<file path="config.mk">
export PLATFORM = sky130hd
export DESIGN_NAME = control_sequencer
export DESIGN_NICKNAME = d
export VERILOG_FILES = /design/src/rtl/control_sequencer.sv
export SDC_FILE = /design/constraint.sdc
export NUM_CORES = 1
export LEC_CHECK = 0
export CORE_MARGIN = 2
export CORE_UTILIZATION = 45
export CTS_CLUSTER_DIAMETER = 60
export DETAILED_ROUTE_END_ITERATION = 16
export PLACE_DENSITY_LB_ADDON = 0.3
export SYNTH_ARGS = -nofsm -noshare
export SYNTH_HDL_FRONTEND = slang
export SYNTH_SLANG_ARGS = --single-unit
</file>
<file path="constraint.sdc">
create_clock -name clk -period 3.4 [get_ports clk]
set_clock_uncertainty 0.1 [all_clocks]
set_input_delay 0.34 -clock clk [delete_from_list [all_inputs] [get_ports clk]]
set_output_delay 0.34 -clock clk [all_outputs]
set_load 0.02 [all_outputs]
</file>
<file path="src/rtl/control_sequencer.sv">
// Multicycle fetch/decode/execute controller for the accumulator machine.
// Owns PC/IR/ACC and sequences MainMemory and the ALU every cycle.
module control_sequencer #(
  parameter logic [15:0] RESET_PC  = 16'h0000,
  parameter int          MEM_WORDS = 16384
) (
  input  logic        clk,
  input  logic        reset,
  input  logic        run,
  input  logic [15:0] mem_rdata,
  output logic [15:0] mem_addr,
  output logic [15:0] mem_wdata,
  output logic        mem_we,
  output logic [3:0]  alu_opcode,
  output logic [15:0] alu_a,
  output logic [15:0] alu_b,
  input  logic [15:0] alu_result,
  output logic [15:0] pc,
  output logic [15:0] ir,
  output logic [15:0] acc,
  output logic        halted,
  output logic        illegal,
  output logic [2:0]  state
);

  typedef enum logic [2:0] {
    S_IDLE   = 3'd0,
    S_FETCH  = 3'd1,
    S_LOADIR = 3'd2,
    S_EXEC   = 3'd3,
    S_WB     = 3'd4,
    S_HALTED = 3'd5
  } state_e;

  localparam logic [3:0]  OP_HALT  = 4'h0;
  localparam logic [3:0]  OP_LOAD  = 4'h1;
  localparam logic [3:0]  OP_STORE = 4'h2;
  localparam logic [3:0]  OP_JUMP  = 4'h3;
  localparam logic [3:0]  OP_JZ    = 4'h4;
  localparam logic [3:0]  OP_ALU   = 4'h8;
  localparam logic [3:0]  FN_DIV   = 4'b0011;
  localparam logic [15:0] PC_LAST  = 16'(MEM_WORDS - 1);

  state_e      state_q;
  logic [15:0] pc_q, ir_q, acc_q;
  logic        halted_q, illegal_q;

  logic [3:0]  op;
  logic [15:0] addr12, addr8, opnd_addr, pc_inc_d, alu_wb_d;

  assign op       = ir_q[15:12];
  assign addr12   = {4'h0, ir_q[11:0]};
  assign addr8    = {8'h00, ir_q[7:0]};
  assign opnd_addr = (op == OP_ALU) ? addr8 : addr12;
  assign pc_inc_d = (pc_q == PC_LAST) ? 16'h0000 : pc_q + 16'h0001;
  // Divide-style func with a zero divisor saturates instead of taking the ALU value.
  assign alu_wb_d = ((ir_q[11:8] == FN_DIV) && (mem_rdata == 16'h0000)) ? 16'hFFFF : alu_result;

  always_comb begin
    mem_addr = pc_q;
    if ((state_q == S_EXEC) && ((op == OP_LOAD) || (op == OP_STORE) || (op == OP_ALU)))
      mem_addr = opnd_addr;
  end

  assign mem_we     = (state_q == S_EXEC) && (op == OP_STORE);
  assign mem_wdata  = acc_q;
  assign alu_opcode = ir_q[11:8];
  assign alu_a      = acc_q;
  assign alu_b      = mem_rdata;
  assign pc         = pc_q;
  assign ir         = ir_q;
  assign acc        = acc_q;
  assign halted     = halted_q;
  assign illegal    = illegal_q;
  assign state      = state_q;

  always_ff @(posedge clk or posedge reset) begin
    if (reset) begin
      state_q   <= S_IDLE;
      pc_q      <= RESET_PC;
      ir_q      <= 16'h0000;
      acc_q     <= 16'h0000;
      halted_q  <= 1'b0;
      illegal_q <= 1'b0;
    end else begin
      case (state_q)
        S_IDLE:   if (run) state_q <= S_FETCH;
        S_FETCH:  state_q <= S_LOADIR;
        S_LOADIR: begin
          ir_q    <= mem_rdata;
          pc_q    <= pc_inc_d;
          state_q <= S_EXEC;
        end
        S_EXEC: begin
          case (op)
            OP_LOAD, OP_ALU: state_q <= S_WB;
            OP_STORE:        state_q <= S_FETCH;
            OP_JUMP: begin
              pc_q    <= addr12;
              state_q <= S_FETCH;
            end
            OP_JZ: begin
              if (acc_q == 16'h0000) pc_q <= addr12;
              state_q <= S_FETCH;
            end
            OP_HALT: begin
              halted_q <= 1'b1;
              state_q  <= S_HALTED;
            end
            default: begin
              illegal_q <= 1'b1;
              halted_q  <= 1'b1;
              state_q   <= S_HALTED;
            end
          endcase
        end
        S_WB: begin
          acc_q   <= (op == OP_ALU) ? alu_wb_d : mem_rdata;
          state_q <= S_FETCH;
        end
        // An illegal opcode locks the core here until reset.
        S_HALTED: if (run && !illegal_q) begin
          halted_q <= 1'b0;
          state_q  <= S_FETCH;
        end
        default: state_q <= S_IDLE;
      endcase
    end
  end

endmodule
</file>
==> metrics.csv, run 1 <==
metric,value,unit
"commonest cells after routing, fill and taps aside","clkdlybuf4s50_1 (156), nand2_1 (88), dfrtp_1 (53)",
sequential share of the synthesized area,0.391,
Worst VDD drop,0.572,mV
# diodes,0,
MaxCap Viol Count,0,
Int Power,2.58,mW
Finished Layout Cells,585,
P_sw,2.41,mW
slew margin rel.,0.323,
slack of the worst reg-to-reg path,1160,ps
power per cell area,1060,mW/mm²
CTS Buffer Depth,2,
CTS buffer count,5,
CP Launch Type,flop,
Routed WL,10200,µm
clock power share,0.074,
Vert. Die Dim,90.8,µm
fin crit period,3150,ps
dominant cell type by area after synthesis,dfrtp_1,
status,completed,
Worst EP arrival,2710,ps
CP max-delay cell,a2111o_2,
Final Max Tran Viols,0,
Critical Path RT,2960,ps
Final Cycle Share,0.927,
Yosys cell types,55,
Via density,5.52,
synth warn,0,
Reg power frac,0.286,
input/output buffers,156,
Final Net Count,521,
r2r endpoint,pc[8],
DR DRC count,0,
Worst Setup End Kind,primary output,
"most common cell after layout, fill and taps aside",clkdlybuf4s50_1,
ordered list of cells on the worst path,nor2_2 > inv_1 > a2111o_2 > mux2_4 > clkdlybuf4s50_1,
top cell type's share of synthesized area,0.391,
vias in the first global route,3209,
"top cells by area, synth","dfrtp_1 (39%), buf_4 (12%), nand2_1 (9.7%), o21ai_0 (4.1%), mux2_4 (3.5%)",
Post-CTS Setup Bufs,0,
syn_area_per_cell,8.70,µm²
ANT nets after route,0,
num ports,157,
WL per Instance,17.5,µm
htree depth,2,
CTS tree,done,
Mapped Area,0.00339,mm²
number of synthesized flops with an enable pin,0,
Hold Fails Final Rpt,0,
Syn Inst Count,390,
syn nets,426,
"Async S/R FF share, synth",1.00,
clk slew on worst S/H paths,100,ps
Post-Route Setup TNS,0,ps
filler instances,654,
synthesis-to-layout area growth,38.6,%
layout cells sized above 1,0.0700,
Total GRT Usage,0.250,
CTS Hold Buffers Added,0,
Setup CP Type,flop to primary output,
Crit path buffers/inverters,2,
RSZ-0062 raised after global routing,no,
Synth Register Bits,53,
DIE AREA,0.00825,mm²
largest fanout on the critical path,20,
Hold Crit Class,input pin to async pin,
Core Box Area,0.00729,mm²
HPWL Detailed,7520,µm
clk sinks,53,
first-pass GRT wire length,16500,µm
crit path to,mem_addr[3],
Max stage delay on crit path,690,ps
die width,90.8,µm
Crit. Startpoint,ir[12],
"Top FF cell, synth",dfrtp_1,
final global-route overflow total,0,
hold slack final,244,ps
Max Freq,317,MHz
FP Rows,31,
combinational group share of total power,0.640,
Critical Path Stages,5,
final setup vio count,0,
clock root cell,clkbuf_8,
iteration-0 DRC count of the detailed router,171,
largest net degree at the start of global routing,33,
reg2reg path depth,6,
TritonRoute pass-1 iters,5,
Vias,3230,
Initial Utilization,0.465,
Switching Share,0.483,
worst slew pin tran,1020,ps
static leakage,1.95,nW
initial antenna violation count,0,
reg2reg start,pc[0],
worst skew pair latency,310,ps
routability cong.,0.902,
number of placed cells counting well taps,577,
CP top delay family,compound AO/OA/AOI/OAI gates,
-- cell usage after synthesis (5+ instances only) --
master and count:
a21oi_1 6, a221o_1 6, and2_1 6, buf_2 8, buf_4 54, clkbuf_1 8, dfrtp_1 53, mux2_4 8
nand2_1 88, nand2b_1 5, nand3_1 5, nor2_1 13, nor3_1 5, nor4_1 11, o21ai_0 28, o21ai_1 6
o22ai_1 16
-- final cells by class --
class                           count  area [µm²]  area share
Clock buffer                        5        68.8      0.0146
Clock inverter                      3        21.3     0.00452
Inverter                            5        18.8     0.00399
Multi-Input combinational cell    260        1550       0.330
Sequential cell                    53        1330       0.282
Tap cell                           99         124      0.0264
Timing Repair Buffer              160        1590       0.339
-- registers in the layout (all words and copies together), names as in the netlist --
name / count
acc: 16
halted: 1
illegal: 1
ir: 16
pc: 16
state: 3
-- power by group through the flow --
stage / clock (mW) / combinational (mW) / sequential (mW)
after floorplan: 0 / 1.80 / 1.60
after global placement: 0 / 3.14 / 1.42
after detailed placement: 0 / 3.19 / 1.43
after CTS: 0.378 / 3.21 / 1.43
after global routing: 0.398 / 3.42 / 1.49
final: 0.368 / 3.19 / 1.43
-- worst min path at each step --
stage | start | end | slack [ps] | depth (start not counted)
floorplan | mem_rdata[0] | ir[0] | 350 | 2
global placement | state[2] | state[1] | 380 | 1
detailed placement | illegal | illegal | 410 | 1
CTS | reset | acc[3] | 260 | 2
global route | reset | acc[3] | 290 | 2
finish | reset | acc[3] | 240 | 2
-- stage by stage --
| stage | power, mW | utilization | instance area [µm²] | worst slack (ps) |
|---|---|---|---|---|
| global placement | 4.55 | 0.632 | 4610 | 561 |
| finish | 4.99 | 0.645 | 4700 | 248 |
| detailed placement | 4.63 | 0.632 | 4610 | 467 |
| CTS | 5.01 | 0.644 | 4700 | 110 |
| floorplan | 3.40 | - | 3390 | 1140 |
| global route | 5.31 | 0.645 | 4700 | 113 |
-- metal layers --
metal	global-route usage	routed length (µm)	up-vias	part of all wire
met5	0	0	-	0
met4	0.0568	97	0	0.0095
met3	0.0543	867	10	0.085
met2	0.434	4980	182	0.49
met1	0.318	4300	1531	0.42
li1	-	-	1507	-
-- kinds of logic after synthesis --
logic type	synth area share
buf+inv	0.152
compound gates	0.162
fa+ha+maj	0.00664
xor+xnor	0.0155
flops	0.391
simple gates	0.234
mux	0.0384
-- what timing repair did --
item                                   in CTS  in global routing
resized for setup                           0                  1
setup endpoints to repair                   0                  8
endpoints found under the hold margin       0                  0
Note: power is estimated with default switching activity, not from simulation.
==> inputs of run 2 (changes only) <==
--- a/config.mk
+++ b/config.mk
@@ -5,9 +5,10 @@
 export SDC_FILE = /design/constraint.sdc
 export NUM_CORES = 1
 export LEC_CHECK = 0
+export ABC_AREA = 0
 export CORE_MARGIN = 2
 export CORE_UTILIZATION = 45
-export CTS_CLUSTER_DIAMETER = 60
+export CTS_CLUSTER_SIZE = 30
 export DETAILED_ROUTE_END_ITERATION = 16
 export PLACE_DENSITY_LB_ADDON = 0.3
 export SYNTH_ARGS = -nofsm -noshare
==> results of run 2 <==
The final DEF is identical to that of run 1; final timing and power are the same.
==> edit (flow settings as in run 1) <==
Register the outputs `mem_we`, `alu_opcode` and `alu_b`, cleared by the reset; this adds one clock of latency there. The other outputs are not delayed to match.
--- a/src/rtl/control_sequencer.sv
+++ b/src/rtl/control_sequencer.sv
@@ -62,11 +62,19 @@
       mem_addr = opnd_addr;
   end
 
-  assign mem_we     = (state_q == S_EXEC) && (op == OP_STORE);
   assign mem_wdata  = acc_q;
-  assign alu_opcode = ir_q[11:8];
   assign alu_a      = acc_q;
-  assign alu_b      = mem_rdata;
+  always_ff @(posedge clk or posedge reset) begin
+    if (reset) begin
+      mem_we     <= '0;
+      alu_opcode <= '0;
+      alu_b      <= '0;
+    end else begin
+      mem_we     <= (state_q == S_EXEC) && (op == OP_STORE);
+      alu_opcode <= ir_q[11:8];
+      alu_b      <= mem_rdata;
+    end
+  end
   assign pc         = pc_q;
   assign ir         = ir_q;
   assign acc        = acc_q;
Behaviour: not the same (Yosys sat finds a counterexample within 4 cycles, from zero or initial values and one cycle with reset high).
==> edit against run 1 <==
Final area rose by 12%. Count of clock-buffer cells in the layout rose by 5. Synthesized area rose by 7.1%. Register-to-register slack got worse by 100 ps. Wire length rose by 6.0%. Sequential cell count rose by 21. Die area rose by 6.8%. Power rose by 6.2%. Worst setup slack improved by 58 ps. Utilization rose by 3.1 points. Clock power rose by 61%. Critical path type unchanged. Largest power group unchanged.
==> edit: results <==
[synth]
compound_gate_fraction_of_synth_area_pct = 14.0
net_count_of_the_mapped_netlist = 388
post_synth_fa_ha_maj_area_fraction_pct = 0.620
xor_and_xnor_fraction_of_the_mapped_netlist_area_pct = 0.482
cell_count_after_synthesis = 352
synth.cells.most_frequent = sky130_fd_sc_hd__dfrtp_1, sky130_fd_sc_hd__o21ai_0, sky130_fd_sc_hd__nand2_1
yosys-top-cells-area = sky130_fd_sc_hd__dfrtp_1, sky130_fd_sc_hd__mux2_2, sky130_fd_sc_hd__buf_4
synth.lib_cells_used.distinct = 49
synthMuxAreaShare_pct = 8.26
synth_sequential_area_ratio_pct = 51.0

[grt]
gr_met2_demand_resource_pct = 42.4
globalRouteMet3Util_pct = 6.90
global_route.usage.met1_pct = 32.6
globalRouteTotalUtil_pct = 25.5
grt_first_pass_wirelength_um = 17100
grt_start_max_net_pins = 39

[route]
routed_wl_um = 10900
route.met3.wl_um = 780
routed-wl-met2_um = 5570
m1WireLength_um = 4310
detail_route.iter0.violations = 231
route.vias.total = 3300

[critical_path]
critical_path.startpoint = state[2]
timing.rr.end = pc[9]
cpMaxStageDelayCell = sky130_fd_sc_hd__clkdlybuf4s50_1
worst_setup_path_endpoint = mem_addr[6]
cell_family_with_the_largest_share_of_critical_path_delay = buffers and inverters
slowest_delay_ps = 600
worst_ep_arrival_time_ps = 2650
worst-r2r-setup-slack_ps = 1060

[layout]
share_of_layout_cells_above_drive_strength_1_pct = 12.6
final_cells = 588
layout.nets = 517
layout.filler_cells = 661

[place]
placed_area_um2 = 5080
post-place-cells = 572
detailedPlace.worstSlack_ps = 702
dp_hpwl_um = 8060
globalplace.congestion = 0.880

[power_and_ir_drop]
sw_pwr_mw = 2.38
design_internal_power_mw = 2.92
clock_network_fraction_of_design_power_pct = 11.2
p_comb_share_pct = 57.2
vdd_drop_max_v = 0.000627
leakage_nw = 2.08

[cts]
cts_inserted_buffers = 9
cts.htree.levels = 3
clock_insertion_delay_worst_skew_ps = 340
worst_setup_hold_path_clk_slew_ps = 80

[timing]
worst-slew-pin-transition_ps = 1060
min_period_ps = 3090

[run_status]
run_status = complete, no violations
edit: cell count changes in the layout (fill, tap and decap cells not counted), sizes merged, moves of 5 or more:
cell    before  now
a21oi        6   13
a221o        6    1
clkbuf       5   10
dfrtp       53   74
inv          6   11
mux2         8   24
nand2       88   35
nand3        5   11
edit: how the worst min path moves through the flow:
stage,depth (start not counted),from,endpoint,slack [ps]
2_1_floorplan,0,mem_rdata[0],alu_b[0],270
3_3_place_gp,0,ir[8],alu_opcode[0],410
3_5_place_dp,1,illegal,illegal,410
4_1_cts,2,reset,acc[0],390
5_1_grt,1,mem_rdata[9],alu_b[9],420
6_report,2,reset,acc[0],370
edit: final cells by class:
type                    count  area, um^2  area share, %
flip-flops and latches     74        1850           35.3
multi-input cells         225        1450           27.6
repair buffers            161        1610           30.7
inverters                  10        37.5          0.715
well taps                 102         128           2.43
clock buffers              10         128           2.43
clock inverters             6        41.3          0.787
